--- src/rtl/uart_rx_deserializer_if.sv ---
// Host-facing signal bundle for the UART receive stage: serial line, oversample tick,
// and the byte valid/ack handshake with its error flags.
interface uart_rx_deserializer_if #(
    parameter int unsigned DATA_W = 8
);
    logic              rx;
    logic              tick_rx;
    logic              rx_ack;
    logic [DATA_W-1:0] data_out;
    logic              rx_valid;
    logic              parity_err;
    logic              frame_err;
    logic              overrun;
    logic              rx_busy;

    modport master (
        output rx, tick_rx, rx_ack,
        input  data_out, rx_valid, parity_err, frame_err, overrun, rx_busy
    );

    modport slave (
        input  rx, tick_rx, rx_ack,
        output data_out, rx_valid, parity_err, frame_err, overrun, rx_busy
    );
endinterface

--- src/rtl/uart_rx_deserializer.sv ---
// UART receiver: 8E2 frames oversampled by tick_rx, byte + flags held on a valid/ack handshake.
// Optional UART_RX_MAJORITY_EN: each bit is the majority of the last three tick samples.
module uart_rx_deserializer #(
    parameter int unsigned OVERSAMPLE = 16,
    parameter int unsigned DATA_W     = 8
) (
    input logic                   clk,
    input logic                   rst,
    uart_rx_deserializer_if.slave bus
);
    localparam int unsigned      TickW    = $clog2(OVERSAMPLE);
    localparam int unsigned      BitW     = $clog2(DATA_W);
    localparam logic [TickW-1:0] StartMid = TickW'(OVERSAMPLE / 2 - 1);
    localparam logic [TickW-1:0] BitMid   = TickW'(OVERSAMPLE - 1);
    localparam logic [BitW-1:0]  LastBit  = BitW'(DATA_W - 1);

    typedef enum logic [2:0] {
        StIdle,
        StStart,
        StData,
        StParity,
        StStop1,
        StStop2
    } state_e;

    state_e            state_q, state_d;
    logic [TickW-1:0]  tick_cnt_q, tick_cnt_d;
    logic [BitW-1:0]   bit_cnt_q, bit_cnt_d;
    logic [DATA_W-1:0] shreg_q, shreg_d;
    logic              p_err_q, p_err_d;
    logic              f_err_q, f_err_d;
    logic              armed_q, armed_d;
    logic [DATA_W-1:0] data_q, data_d;
    logic              valid_q, valid_d;
    logic              perr_q, perr_d;
    logic              ferr_q, ferr_d;
    logic              ovr_q, ovr_d;
    logic [1:0]        sync_q;
    logic              rx_s;
    logic              sample;
    logic              commit;

    always_ff @(posedge clk) begin
        if (rst) sync_q <= 2'b11;
        else     sync_q <= {sync_q[0], bus.rx};
    end
    assign rx_s = sync_q[1];

`ifdef UART_RX_MAJORITY_EN
    logic [1:0] hist_q;

    always_ff @(posedge clk) begin
        if (rst)              hist_q <= 2'b11;
        else if (bus.tick_rx) hist_q <= {hist_q[0], rx_s};
    end
    assign sample = (hist_q[1] & hist_q[0]) | (hist_q[1] & rx_s) | (hist_q[0] & rx_s);
`else
    assign sample = rx_s;
`endif

    always_comb begin
        state_d    = state_q;
        tick_cnt_d = tick_cnt_q;
        bit_cnt_d  = bit_cnt_q;
        shreg_d    = shreg_q;
        p_err_d    = p_err_q;
        f_err_d    = f_err_q;
        armed_d    = armed_q;
        commit     = 1'b0;
        if (bus.tick_rx) begin
            tick_cnt_d = tick_cnt_q + TickW'(1);
            unique case (state_q)
                StIdle: begin
                    tick_cnt_d = '0;
                    // A held-low line (break) must go high before another start is accepted.
                    if (rx_s)         armed_d = 1'b1;
                    else if (armed_q) state_d = StStart;
                end
                StStart: begin
                    if (tick_cnt_q == StartMid) begin
                        tick_cnt_d = '0;
                        if (sample) begin
                            state_d = StIdle;
                            armed_d = 1'b1;
                        end else begin
                            state_d = StData;
                        end
                    end
                end
                StData: begin
                    if (tick_cnt_q == BitMid) begin
                        tick_cnt_d = '0;
                        shreg_d    = {sample, shreg_q[DATA_W-1:1]};
                        bit_cnt_d  = bit_cnt_q + BitW'(1);
                        if (bit_cnt_q == LastBit) begin
                            bit_cnt_d = '0;
                            state_d   = StParity;
                        end
                    end
                end
                StParity: begin
                    if (tick_cnt_q == BitMid) begin
                        tick_cnt_d = '0;
                        p_err_d    = sample ^ (^shreg_q);
                        state_d    = StStop1;
                    end
                end
                StStop1: begin
                    if (tick_cnt_q == BitMid) begin
                        tick_cnt_d = '0;
                        f_err_d    = ~sample;
                        state_d    = StStop2;
                    end
                end
                StStop2: begin
                    if (tick_cnt_q == BitMid) begin
                        tick_cnt_d = '0;
                        f_err_d    = f_err_q | ~sample;
                        armed_d    = sample;
                        commit     = 1'b1;
                        state_d    = StIdle;
                    end
                end
                default: begin
                    tick_cnt_d = '0;
                    state_d    = StIdle;
                end
            endcase
        end
    end

    // The receiver never stalls: a byte arriving while the previous one is unread is dropped.
    always_comb begin
        data_d  = data_q;
        valid_d = valid_q;
        perr_d  = perr_q;
        ferr_d  = ferr_q;
        ovr_d   = ovr_q;
        if (commit) begin
            if (!valid_q || bus.rx_ack) begin
                data_d  = shreg_q;
                perr_d  = p_err_q;
                ferr_d  = f_err_d;
                valid_d = 1'b1;
                if (bus.rx_ack) ovr_d = 1'b0;
            end else begin
                ovr_d = 1'b1;
            end
        end else if (bus.rx_ack && valid_q) begin
            valid_d = 1'b0;
            perr_d  = 1'b0;
            ferr_d  = 1'b0;
            ovr_d   = 1'b0;
        end
    end

    always_ff @(posedge clk) begin
        if (rst) begin
            state_q    <= StIdle;
            tick_cnt_q <= '0;
            bit_cnt_q  <= '0;
            shreg_q    <= '0;
            p_err_q    <= 1'b0;
            f_err_q    <= 1'b0;
            armed_q    <= 1'b0;
            data_q     <= '0;
            valid_q    <= 1'b0;
            perr_q     <= 1'b0;
            ferr_q     <= 1'b0;
            ovr_q      <= 1'b0;
        end else begin
            state_q    <= state_d;
            tick_cnt_q <= tick_cnt_d;
            bit_cnt_q  <= bit_cnt_d;
            shreg_q    <= shreg_d;
            p_err_q    <= p_err_d;
            f_err_q    <= f_err_d;
            armed_q    <= armed_d;
            data_q     <= data_d;
            valid_q    <= valid_d;
            perr_q     <= perr_d;
            ferr_q     <= ferr_d;
            ovr_q      <= ovr_d;
        end
    end

    assign bus.data_out   = data_q;
    assign bus.rx_valid   = valid_q;
    assign bus.parity_err = perr_q;
    assign bus.frame_err  = ferr_q;
    assign bus.overrun    = ovr_q;
    assign bus.rx_busy    = (state_q != StIdle);
endmodule

--- src/flat_wrapper.sv ---
// flat-port wrapper written by rule: the top's interface ports become plain ports
module uart_rx_deserializer_flat 
#(
    parameter int unsigned OVERSAMPLE = 16,
    parameter int unsigned DATA_W     = 8
)
  (clk, rst, bus_rx, bus_tick_rx, bus_rx_ack, bus_data_out, bus_rx_valid, bus_parity_err, bus_frame_err, bus_overrun, bus_rx_busy);
  uart_rx_deserializer_if #(.DATA_W(DATA_W)) bus_i ();
  input logic clk;
  input logic rst;
  input wire logic [$bits(bus_i.rx)-1:0] bus_rx;
  input wire logic [$bits(bus_i.tick_rx)-1:0] bus_tick_rx;
  input wire logic [$bits(bus_i.rx_ack)-1:0] bus_rx_ack;
  output wire logic [$bits(bus_i.data_out)-1:0] bus_data_out;
  output wire logic [$bits(bus_i.rx_valid)-1:0] bus_rx_valid;
  output wire logic [$bits(bus_i.parity_err)-1:0] bus_parity_err;
  output wire logic [$bits(bus_i.frame_err)-1:0] bus_frame_err;
  output wire logic [$bits(bus_i.overrun)-1:0] bus_overrun;
  output wire logic [$bits(bus_i.rx_busy)-1:0] bus_rx_busy;
  assign bus_i.rx = bus_rx;
  assign bus_i.tick_rx = bus_tick_rx;
  assign bus_i.rx_ack = bus_rx_ack;
  assign bus_data_out = bus_i.data_out;
  assign bus_rx_valid = bus_i.rx_valid;
  assign bus_parity_err = bus_i.parity_err;
  assign bus_frame_err = bus_i.frame_err;
  assign bus_overrun = bus_i.overrun;
  assign bus_rx_busy = bus_i.rx_busy;
  uart_rx_deserializer #(.OVERSAMPLE(OVERSAMPLE), .DATA_W(DATA_W)) u_core (.clk(clk), .rst(rst), .bus(bus_i));
endmodule
--- config.mk ---
export PLATFORM = sky130hd
export DESIGN_NAME = uart_rx_deserializer_flat
export DESIGN_NICKNAME = d
export VERILOG_FILES = /design/src/rtl/uart_rx_deserializer_if.sv /design/src/rtl/uart_rx_deserializer.sv /design/src/flat_wrapper.sv
export SDC_FILE = /design/constraint.sdc
export NUM_CORES = 1
export LEC_CHECK = 0
export CAP_MARGIN = 25
export CORE_UTILIZATION = 55
export CTS_BUF_LIST = sky130_fd_sc_hd__clkbuf_8
export DETAILED_ROUTE_END_ITERATION = 12
export PLACE_DENSITY = 0.89
export SYNTH_ARGS = -nofsm -noshare
export SYNTH_HDL_FRONTEND = slang
export SYNTH_SLANG_ARGS = --single-unit
--- constraint.sdc ---
create_clock -name clk -period 2.4 [get_ports clk]
set_input_delay 0.6 -clock clk [delete_from_list [all_inputs] [get_ports clk]]
set_output_delay 0.6 -clock clk [all_outputs]
set_load 0.01 [all_outputs]
Word-level counts from Yosys, hierarchy flattened
Index checks and enable logic that the tools add are counted.

Logic and storage cells: 87. Bits in registers: 35. Input bits: 5. Output and inout port bits: 13.

Multiplexer cells: 35. Reductions and logical operators: 16. Add/subtract/negate cells: 2. Equality and inequality tests: 18. Bitwise logic cells: 3.

Operators with widths (count): $mux 3 (9); $mux 1 (19); $pmux 3 s6 (1); $ne 2x1->1 const B (7); $eq 3x3->1 const B (3); $reduce_and 9->1 (1); $mux 4 (2); $pmux 4 s2 (1); $reduce_xor 8->1 (1); $eq 3x2->1 const B (2); $reduce_and 2->1 (3); $reduce_and 3->1 (2); $reduce_bool 3->1 (2); $add 4x1->4 const B (1); $eq 4x3->1 const B (1); $eq 4x4->1 const B (1); $ne 2x2->1 const B (2); $reduce_and 4->1 (1); $reduce_or 4->1 (1); $add 3x1->3 const B (1); $eq 3x1->1 const B (1); $logic_not 3->1 (1); $ne 3x3->1 const B (1); $pmux 1 s3 (1); 9 further kinds (9).

Depth between registers and ports, before layout
Gate-level depths: netlist (run 1).

Word-level depth: 7. Depth in mapped cells: 7. Mapped depth without buffers: 6.

Worst setup path after synthesis (run 1)
No wires, ideal clock.

Kind: register to register. Start point: reg u_core.tick_cnt_q[0]. End point: reg u_core.bit_cnt_q[2]. Buffers on the path: 2. Clock period less this slack: 1.679 ns. Data required time: 2.272 ns. Arrival: 1.551 ns. Library setup time: 0.128 ns. Slack: 0.721 ns. Stages on the path, launching flop included: 8. Path through: dfxtp_1 -> ha_1 -> buf_2 -> nand3_1 -> or3_1 -> buf_2 -> mux2i_1 -> nor2_1.

Word-level cells in the longest chain between the ends: 2.

Ends and longest elaborated chain: start: declaration (RTL line uart_rx_deserializer.sv:27) `logic [TickW-1:0] tick_cnt_q, tick_cnt_d;`; start signal: assignment (RTL line uart_rx_deserializer.sv:173) `tick_cnt_q <= tick_cnt_d;`; $eq 4x4->1 (RTL line uart_rx_deserializer.sv:91) `if (tick_cnt_q == BitMid) begin`; $reduce_and 3->1 (no line); end signal: assignment (RTL line uart_rx_deserializer.sv:174) `bit_cnt_q <= bit_cnt_d;`; end: declaration (RTL line uart_rx_deserializer.sv:28) `logic [BitW-1:0] bit_cnt_q, bit_cnt_d;`.

Every way passes these cells. A chain may end at the register's enable or synchronous reset.

Worst setup path in the final report (run 1)
Start point: reg u_core.state_q[1]. End point: out bus_rx_busy.

Word-level cells in the longest chain between the ends: 1.

Ends and longest elaborated chain: start: declaration (RTL line uart_rx_deserializer.sv:26) `state_e state_q, state_d;`; start signal: assignment (RTL line uart_rx_deserializer.sv:159) `state_q <= StIdle;`; start signal: assignment (RTL line uart_rx_deserializer.sv:172) `state_q <= state_d;`; $reduce_bool 3->1 (RTL line uart_rx_deserializer.sv:192) `assign bus.rx_busy = (state_q != StIdle);`; end: declaration (RTL line flat_wrapper.sv:19) `output wire logic [$bits(bus_i.rx_busy)-1:0] bus_rx_busy;`.

Every way passes these cells.

==> results.txt, run 1 <==
----------------------------------------------------
[Yosys]
  Syn Std Cell Area ... approximately 1600 µm²
  Gate Count Post-Synth ... 175
  Cell type with the largest total area after synthesis ... dfxtp_1
  Flip-flop and latch count after synthesis ... 35
  Most common library cells after synthesis ... dfxtp_1 (35), nor2_1 (27), mux2i_1 (18), a21oi_1 (10), nand2_1 (7)
  Number of different library cells in the post-synthesis netlist ... 45
  Total nets after synthesis ... 184
  YS warnings ... 0
  Parity-gate share of the synthesized area counting xor and xnor cells ... 4.66%
  Arithmetic-cell share of the synthesized area counting full adders, half adders and majority gates ... 3.11%
  Most numerous cell in the Yosys netlist ... dfxtp_1
  Share of async-settable or async-resettable flops after synthesis ... 0%
  Mux contribution to synthesized area ... 11.2%
  Synth top area share ... 43.5%
  Ys flop type ... dfxtp_1
  Mapped Avg Cell Area ... 9.20 µm²
  Share of the yosys chip area belonging to registers ... 43.5%
  Simple-gate area share of the yosys netlist ... 21.1%
  Number of enable-type register cells in the synthesized netlist ... 0
  Combinational family with the most area after synthesis ... simple AND/OR/NAND/NOR gates
  Dominant cells by area after synthesis ... dfxtp_1 (44%), mux2i_1 (11%), nor2_1 (6.3%)
  Share of the synthesized area in compound gates (AO/OA/AOI/OAI) ... about an eighth

[Final layout]
  Filler Cells Inserted ... 228
  Area growth from synthesis to final layout ... 17.9%
  Final net count ... between 200 and 250
  Post-Route Utilization ... between 60% and 70%
  Proportion of layout cells with a drive suffix above 1 ... 8.81%
  Combined area of the multi-input logic cells ... 845 µm²
  Ant diodes ... 0
  Area taken by flip-flops and latches ... 701 µm²

[Setup path]
  Critical path's slowest cell ... clkdlybuf4s50_1
  Cell breakdown of the critical path ... or3_1 > clkdlybuf4s50_1
  Worst-path maximum fanout ... 11
  Required time of the critical path ... 1.80 ns
  WP buf/inv ... 1
  Maximum single-stage delay on the critical path ... 0.48 ns
  Endpoint type of the worst setup path ... primary output
  Cell type group with the largest total delay on the critical path ... buffers and inverters
  Startpoint class of the critical path ... register
  Type of the worst setup path ... reg2out
  Critical path arrival ... 1.57 ns

[Place]
  Gp weighted congestion ... 0.875
  Placed wire-length estimate ... 2.38 mm
  PortBufs ... 17

[Clock network]
  Hold-fix buffers, CTS ... 0
  Number of buffers added by the clock tree synthesis step ... 5
  Clock transition at the register clock pins on the worst setup and hold paths after CTS ... approximately 0.060 ns
  Root buffer cell ... clkbuf_8
  Post-CTS Resized ... 0
  Number of setup buffers added after CTS ... 0
  Maximum buffer depth of the clock tree ... 2
  Clock network latency to the later pin of the worst-skew pair ... between 0.2 and 0.3 ns
  Number of clock sinks ... 35
  H-tree depth ... 2
  CTS tree ... built

[Drt]
  Overall routed net length ... roughly 3.3 mm
  Number of vias in the routed layout ... 1320
  DRT Pass-1 Iters ... 4
  Number of routed nets with antenna violations ... 0
  Remaining design rule violation count ... 0
  DRT iter0 DRCs ... 41
  Final routed wire length divided by cell count ... 14.9 µm
  Avg Vias per Cell ... 5.89

[STA]
  Post-route fraction of the period consumed by the critical path ... between 90% and 100%
  Worst slew pin tran ... between 0.3 and 0.4 ns
  Post-Route Hold Slack ... 0.415 ns
  RSZ-0062 raised after global routing ... false
  Relative slew margins ... 76.4%
  Final count of negative-setup-slack endpoints ... 0
  Achievable frequency ... 460 MHz
  Final period demand of the worst path ... between 2 and 2.5 ns
  Total negative slack ... 0 ns
  Endpoints failing hold ... 0
  Final clock skew ... 0.00911 ns
  Final Max Tran Viols ... 0

[Power]
  Fraction of power spent switching nets ... between 20% and 30%
  Total power ... about 1 mW
  Part of the power in registers ... 57.7%
  Reported net switching power ... 0.223 mW
  Combinational fraction of design power ... between 3 and 4%
  Cell leakage power ... 0.771 nW
  Worst supply voltage drop on vdd ... 0.532 mV
  Power Density ... 535 nW/µm²
  Part of the power in the clock network ... 38.5%
  Internal Dissipation ... 0.793 mW

[Floorplan]
  Area of the core ... 2760 µm²
  Standard-cell rows ... 19
  Die Wd ... between 50 and 60 µm
  Top-level port count ... 18
  Initial cell density of the core ... 58.4%
  Die Y-Extent ... about 56 µm
  Die Outline Area ... 3150 µm²

[Global routing]
  Number of antenna violations at the first check in global routing ... 0
  All-Layer GR Usage ... 24.1%
  Largest net degree at the start of global routing ... 19
  Global-route congestion overflow total ... 0
  Via count of the first global-routing pass ... 1257
  Global-route wire length before repair ... 5.82 mm

[Min path]
  Worst hold path class ... reg2reg

[Run status]
  Result of the run ... finished clean

[Flow run]
  Max-capacitance violation count ... 0

----------------------------------------------------
cells in the final DEF (no fill, tap or decap), drive strengths merged, types with 2 or more instances in the layout:
| master | netlist | layout |
|---|---|---|
| dfxtp | 35 | 35 |
| nor2 | 27 | 27 |
| mux2i | 18 | 18 |
| clkdlybuf4s50 | 0 | 17 |
| a21oi | 10 | 10 |
| nand2 | 7 | 7 |
| buf | 6 | 7 |
| o21ai | 6 | 6 |
| clkbuf | 6 | 5 |
| or3 | 4 | 4 |
| inv | 4 | 4 |
| nand3 | 4 | 4 |
| xnor2 | 4 | 4 |
| ha | 4 | 4 |
| nand4 | 3 | 3 |
| nand3b | 2 | 2 |
| xor2 | 2 | 2 |
| a41oi | 2 | 2 |
| nor2b | 2 | 2 |
| nand2b | 2 | 2 |
| or2 | 2 | 2 |
| a32oi | 2 | 2 |
| nor4b | 2 | 2 |
registers in the layout, summed over array words and instances, names as in the netlist:
register	flops
u_core.bus.parity_err	1
u_core.tick_cnt_q	4
u_core.shreg_q	8
u_core.bus.rx_valid	1
u_core.bus.data_out	8
u_core.state_q	3
u_core.p_err_q	1
u_core.armed_q	1
u_core.f_err_q	1
u_core.sync_q	2
u_core.bit_cnt_q	3
u_core.bus.frame_err	1
u_core.bus.overrun	1
worst register-to-register path, stage by stage, from the launching register on:
cell and delay [ns]:
dfxtp_1 0.40, ha_1 0.35, nand4_1 0.24, nor4b_2 0.30, buf_4 0.25, mux2i_1 0.20
nor2_1 0.07
routing by layer:
layer | wire length (µm) | vias up | share of wire [%] | track usage [%]
met4 | 47 | 0 | 1.4 | 7.32
li1 | - | 654 | - | -
met1 | 1470 | 620 | 44 | 31.1
met3 | 177 | 5 | 5.3 | 7.67
met2 | 1650 | 41 | 49 | 38.4
met5 | 0 | - | 0 | 0
logic make-up (layout without fill, tap and decap cells):
logic type	Yosys count	after routing
and+or+nand+nor	65	65
DFF	35	35
AOI/OAI and AO/OA	30	30
muxes	18	18
buffers and inverters	16	34
xor gates and xnor gates	7	7
adders and majority gates	4	4
final cells by class:
class / instances / share of cell area, %
Timing Repair Buffer: 24 / 11.7
Tap cell: 31 / 2.04
Multi-Input combinational cell: 124 / 44.5
Clock inverter: 1 / 0.396
Inverter: 4 / 0.791
Sequential cell: 35 / 36.9
Clock buffer: 5 / 3.63
final timing paths:
| kind | from | end | slack (ns) | cells past startpoint |
|---|---|---|---|---|
| setup reg to reg | u_core.tick_cnt_q[0] | u_core.bus.data_out[2] | 0.48 | 6 |
| hold reg to reg | u_core.sync_q[0] | u_core.sync_q[1] | 0.42 | 1 |
| setup / recovery | u_core.state_q[1] | bus_rx_busy | 0.23 | 2 |
| hold / removal | u_core.sync_q[0] | u_core.sync_q[1] | 0.42 | 1 |
metrics by stage:
step,instance area [µm²],setup WS (ns),instances
after floorplan,1610,0.721,175
after global placement,1820,0.294,218
after detailed placement,1820,0.228,218
after CTS,1900,0.232,224
after global routing,1900,0.167,224
final,1900,0.228,224
power groups by stage:
stage	clock network, mW	logic, mW	registers, mW
final	0.391	0.0383	0.586
after global routing	0.430	0.0417	0.586
after CTS	0.402	0.0380	0.586
after detailed placement	0	0.0378	0.599
after global placement	0	0.0357	0.599
after floorplan	0	0.0212	0.599
Power figures use the tool's default switching activity.
==> run 2, diff against run 1 <==
Settings changed: SLEW_MARGIN from default to 40.
==> results of run 2 <==
The final DEF is identical to that of run 1; final timing and power are the same.
==> run 3, diff against run 2 <==
Settings changed: REMOVE_ABC_BUFFERS from default to 1.
==> run 3 against run 2 <==
Non-clock buffer count is the same; register-to-register slack got worse by 0.05 ns; flip-flop and latch count unchanged; critical path type unchanged.
==> results.txt, run 3 (synthesis gave the netlist of run 1 again) <==
----------------------------------------------------
[Run status]
  Result of the run ... finished clean

[Setup path]
  Critical path arrival ... 1.57 ns (about the same)
  Cell breakdown of the critical path ... or3_1 > clkdlybuf4s50_1
  Depth of the worst register-to-register path ... 6 (unchanged)
  Required time of the critical path ... 1.80 ns (about the same)
  Register-to-register setup slack ... 0.43 ns (-0.05 ns)
  Critical path's slowest cell ... clkdlybuf4s50_1
  Launching point of the worst reg2reg path ... u_core.tick_cnt_q[0]
  Worst-path maximum fanout ... 11 (unchanged)
  Maximum single-stage delay on the critical path ... 0.48 ns (about the same)
  Startpoint class of the critical path ... register
  Type of the worst setup path ... reg2out
  Timing startpoint of the critical path ... u_core.state_q[1]
  Endpoint type of the worst setup path ... primary output
  Reg-to-Reg End ... u_core.bus.data_out[3]

[Floorplan]
  Initial cell density of the core ... 58.4% (unchanged)
  Die Outline Area ... 3150 µm² (unchanged)
  Standard-cell rows ... 19 (unchanged)
  Die Wd ... 56.1 µm (unchanged)
  Top-level port count ... 18 (unchanged)
  Die Y-Extent ... 56.1 µm (unchanged)
  Area of the core ... 2760 µm² (unchanged)

[Power]
  Internal Dissipation ... 0.796 mW (+0.32%)
  Part of the power in registers ... 57.4% (-0.3 points)
  Reported net switching power ... 0.225 mW (+1.2%)
  Worst supply voltage drop on vdd ... 0.561 mV (+5.5%)
  Combinational fraction of design power ... 3.7% (about the same)
  Part of the power in the clock network ... 38.9% (+0.4 points)
  Cell leakage power ... 0.786 nW (+1.9%)
  Power Density ... 536 nW/µm² (+0.24%)
  Fraction of power spent switching nets ... 22.1% (+0.15 points)

[Drt]
  DRT iter0 DRCs ... 49 (+20%)
  Avg Vias per Cell ... 5.95 (+0.99%)
  Number of vias in the routed layout ... 1345 (+1.9%)
  DRT Pass-1 Iters ... 5 (+1)
  Remaining design rule violation count ... 0 (unchanged)
  Final routed wire length divided by cell count ... 14.4 µm (-3.6%)
  Overall routed net length ... 3.25 mm (-2.7%)
  Number of routed nets with antenna violations ... 0 (unchanged)

[STA]
  Final Max Tran Viols ... 0 (unchanged)
  Worst slew pin tran ... 0.362 ns (+0.00811 ns)
  Endpoints failing hold ... 0 (unchanged)
  Final count of negative-setup-slack endpoints ... 0 (unchanged)
  Total negative slack ... 0 ns (unchanged)
  Post-route fraction of the period consumed by the critical path ... 90.3% (-0.26 points)
  Final period demand of the worst path ... 2.17 ns (-0.00624 ns)
  RSZ-0062 raised after global routing ... false
  Final clock skew ... 0.00583 ns (-0.00328 ns)
  Achievable frequency ... 462 MHz (+0.29%)
  Relative slew margins ... 75.8% (-0.53 points)

[Place]
  Gp weighted congestion ... 0.872 (-0.32%)
  PortBufs ... 17 (unchanged)
  Placed wire-length estimate ... 2.31 mm (-3.3%)

[Final layout]
  Final net count ... 203 (unchanged)
  Ant diodes ... 0 (unchanged)
  Leading cell types in the layout, fill and taps excluded ... dfxtp_1 (35), nor2_1 (27), mux2i_1 (18)
  Post-Route Utilization ... 69.0% (+0.18 points)
  Most common cell after layout, fill and taps aside ... dfxtp_1
  Proportion of layout cells with a drive suffix above 1 ... 8.72% (-0.090 points)
  Area growth from synthesis to final layout ... 18.2%

[Clock network]
  CTS tree ... built
  Post-CTS Resized ... 0 (unchanged)
  Number of buffers added by the clock tree synthesis step ... 5 (unchanged)
  H-tree depth ... 2 (unchanged)
  Number of clock sinks ... 35 (unchanged)
  Root buffer cell ... clkbuf_8
  Clock transition at the register clock pins on the worst setup and hold paths after CTS ... 0.07 ns (about the same)
  Hold-fix buffers, CTS ... 0 (unchanged)
  Maximum buffer depth of the clock tree ... 2 (unchanged)
  Clock network latency to the later pin of the worst-skew pair ... 0.29 ns (about the same)
  Number of setup buffers added after CTS ... 0 (unchanged)

[Global routing]
  Global-route wire length before repair ... 5.40 mm (-7.1%)
  Largest net degree at the start of global routing ... 27 (+8)
  All-Layer GR Usage ... 22.5% (-1.6 points)
  Global-route congestion overflow total ... 0 (unchanged)
  Number of antenna violations at the first check in global routing ... 0 (unchanged)
  Via count of the first global-routing pass ... 1203 (-4.3%)

[Min path]
  Sink of the worst hold path ... u_core.sync_q[1]
  Hold path start ... u_core.sync_q[0]
  Worst Hold Depth ... 1 (unchanged)
  Worst hold path class ... reg2reg

[Flow run]
  Max-capacitance violation count ... 0 (unchanged)

----------------------------------------------------
run 3: worst max path at each step:
stage	slack [ns]	endpoint	depth (start not counted)
after floorplan	-0.32	u_core.bus.data_out[0]	5
after global placement	0.23	u_core.bus.data_out[0]	6
after detailed placement	0.16	u_core.bus.data_out[1]	6
after CTS	0.23	bus_rx_busy	2
after global routing	0.18	bus_rx_busy	2
final	0.23	bus_rx_busy	2
run 3: final cells by class:
cell class / count / area (µm²)
Tap cell: 31 / 38.8
Clock inverter: 3 / 12.5
Multi-Input combinational cell: 124 / 845
Timing Repair Buffer: 24 / 223
Inverter: 4 / 15.0
Clock buffer: 5 / 68.8
Fill cell: 212 / 855
Sequential cell: 35 / 701
run 3: power groups by stage:
stage	clock network [mW]	registers (mW)	logic [mW]
floorplan	0	0.599	0.0117
finish	0.397	0.586	0.0375
global route	0.429	0.586	0.0407
global placement	0	0.599	0.0361
detailed placement	0	0.599	0.0370
CTS	0.402	0.586	0.0373
run 3: routing by layer:
metal / track usage (%) / vias up / part of all wire [%]
met3: 7.21 / 5 / 6.5
met1: 27.5 / 630 / 42
li1: - / 653 / -
met2: 35.7 / 57 / 49
met5: 0 / - / 0
met4: 10.5 / 0 / 1.8
run 3: metrics by stage:
step                hold slack, ns  area [µm²]  setup WS [ns]  total power [mW]  cells
floorplan                    0.389        1550         -0.319             0.610    163
global placement             0.393        1820          0.230             0.635    218
detailed placement           0.398        1820          0.161             0.636    218
CTS                          0.414        1900          0.233              1.03    226
global route                 0.433        1900          0.182              1.06    226
finish                       0.409        1900          0.234              1.02    226
run 3: critical path: cells and delay by family (launching register included):
kind	cells	cell delay, ns
and+or+nand+nor	1	0.39
buffers and inverters	1	0.48
DFF	1	0.41
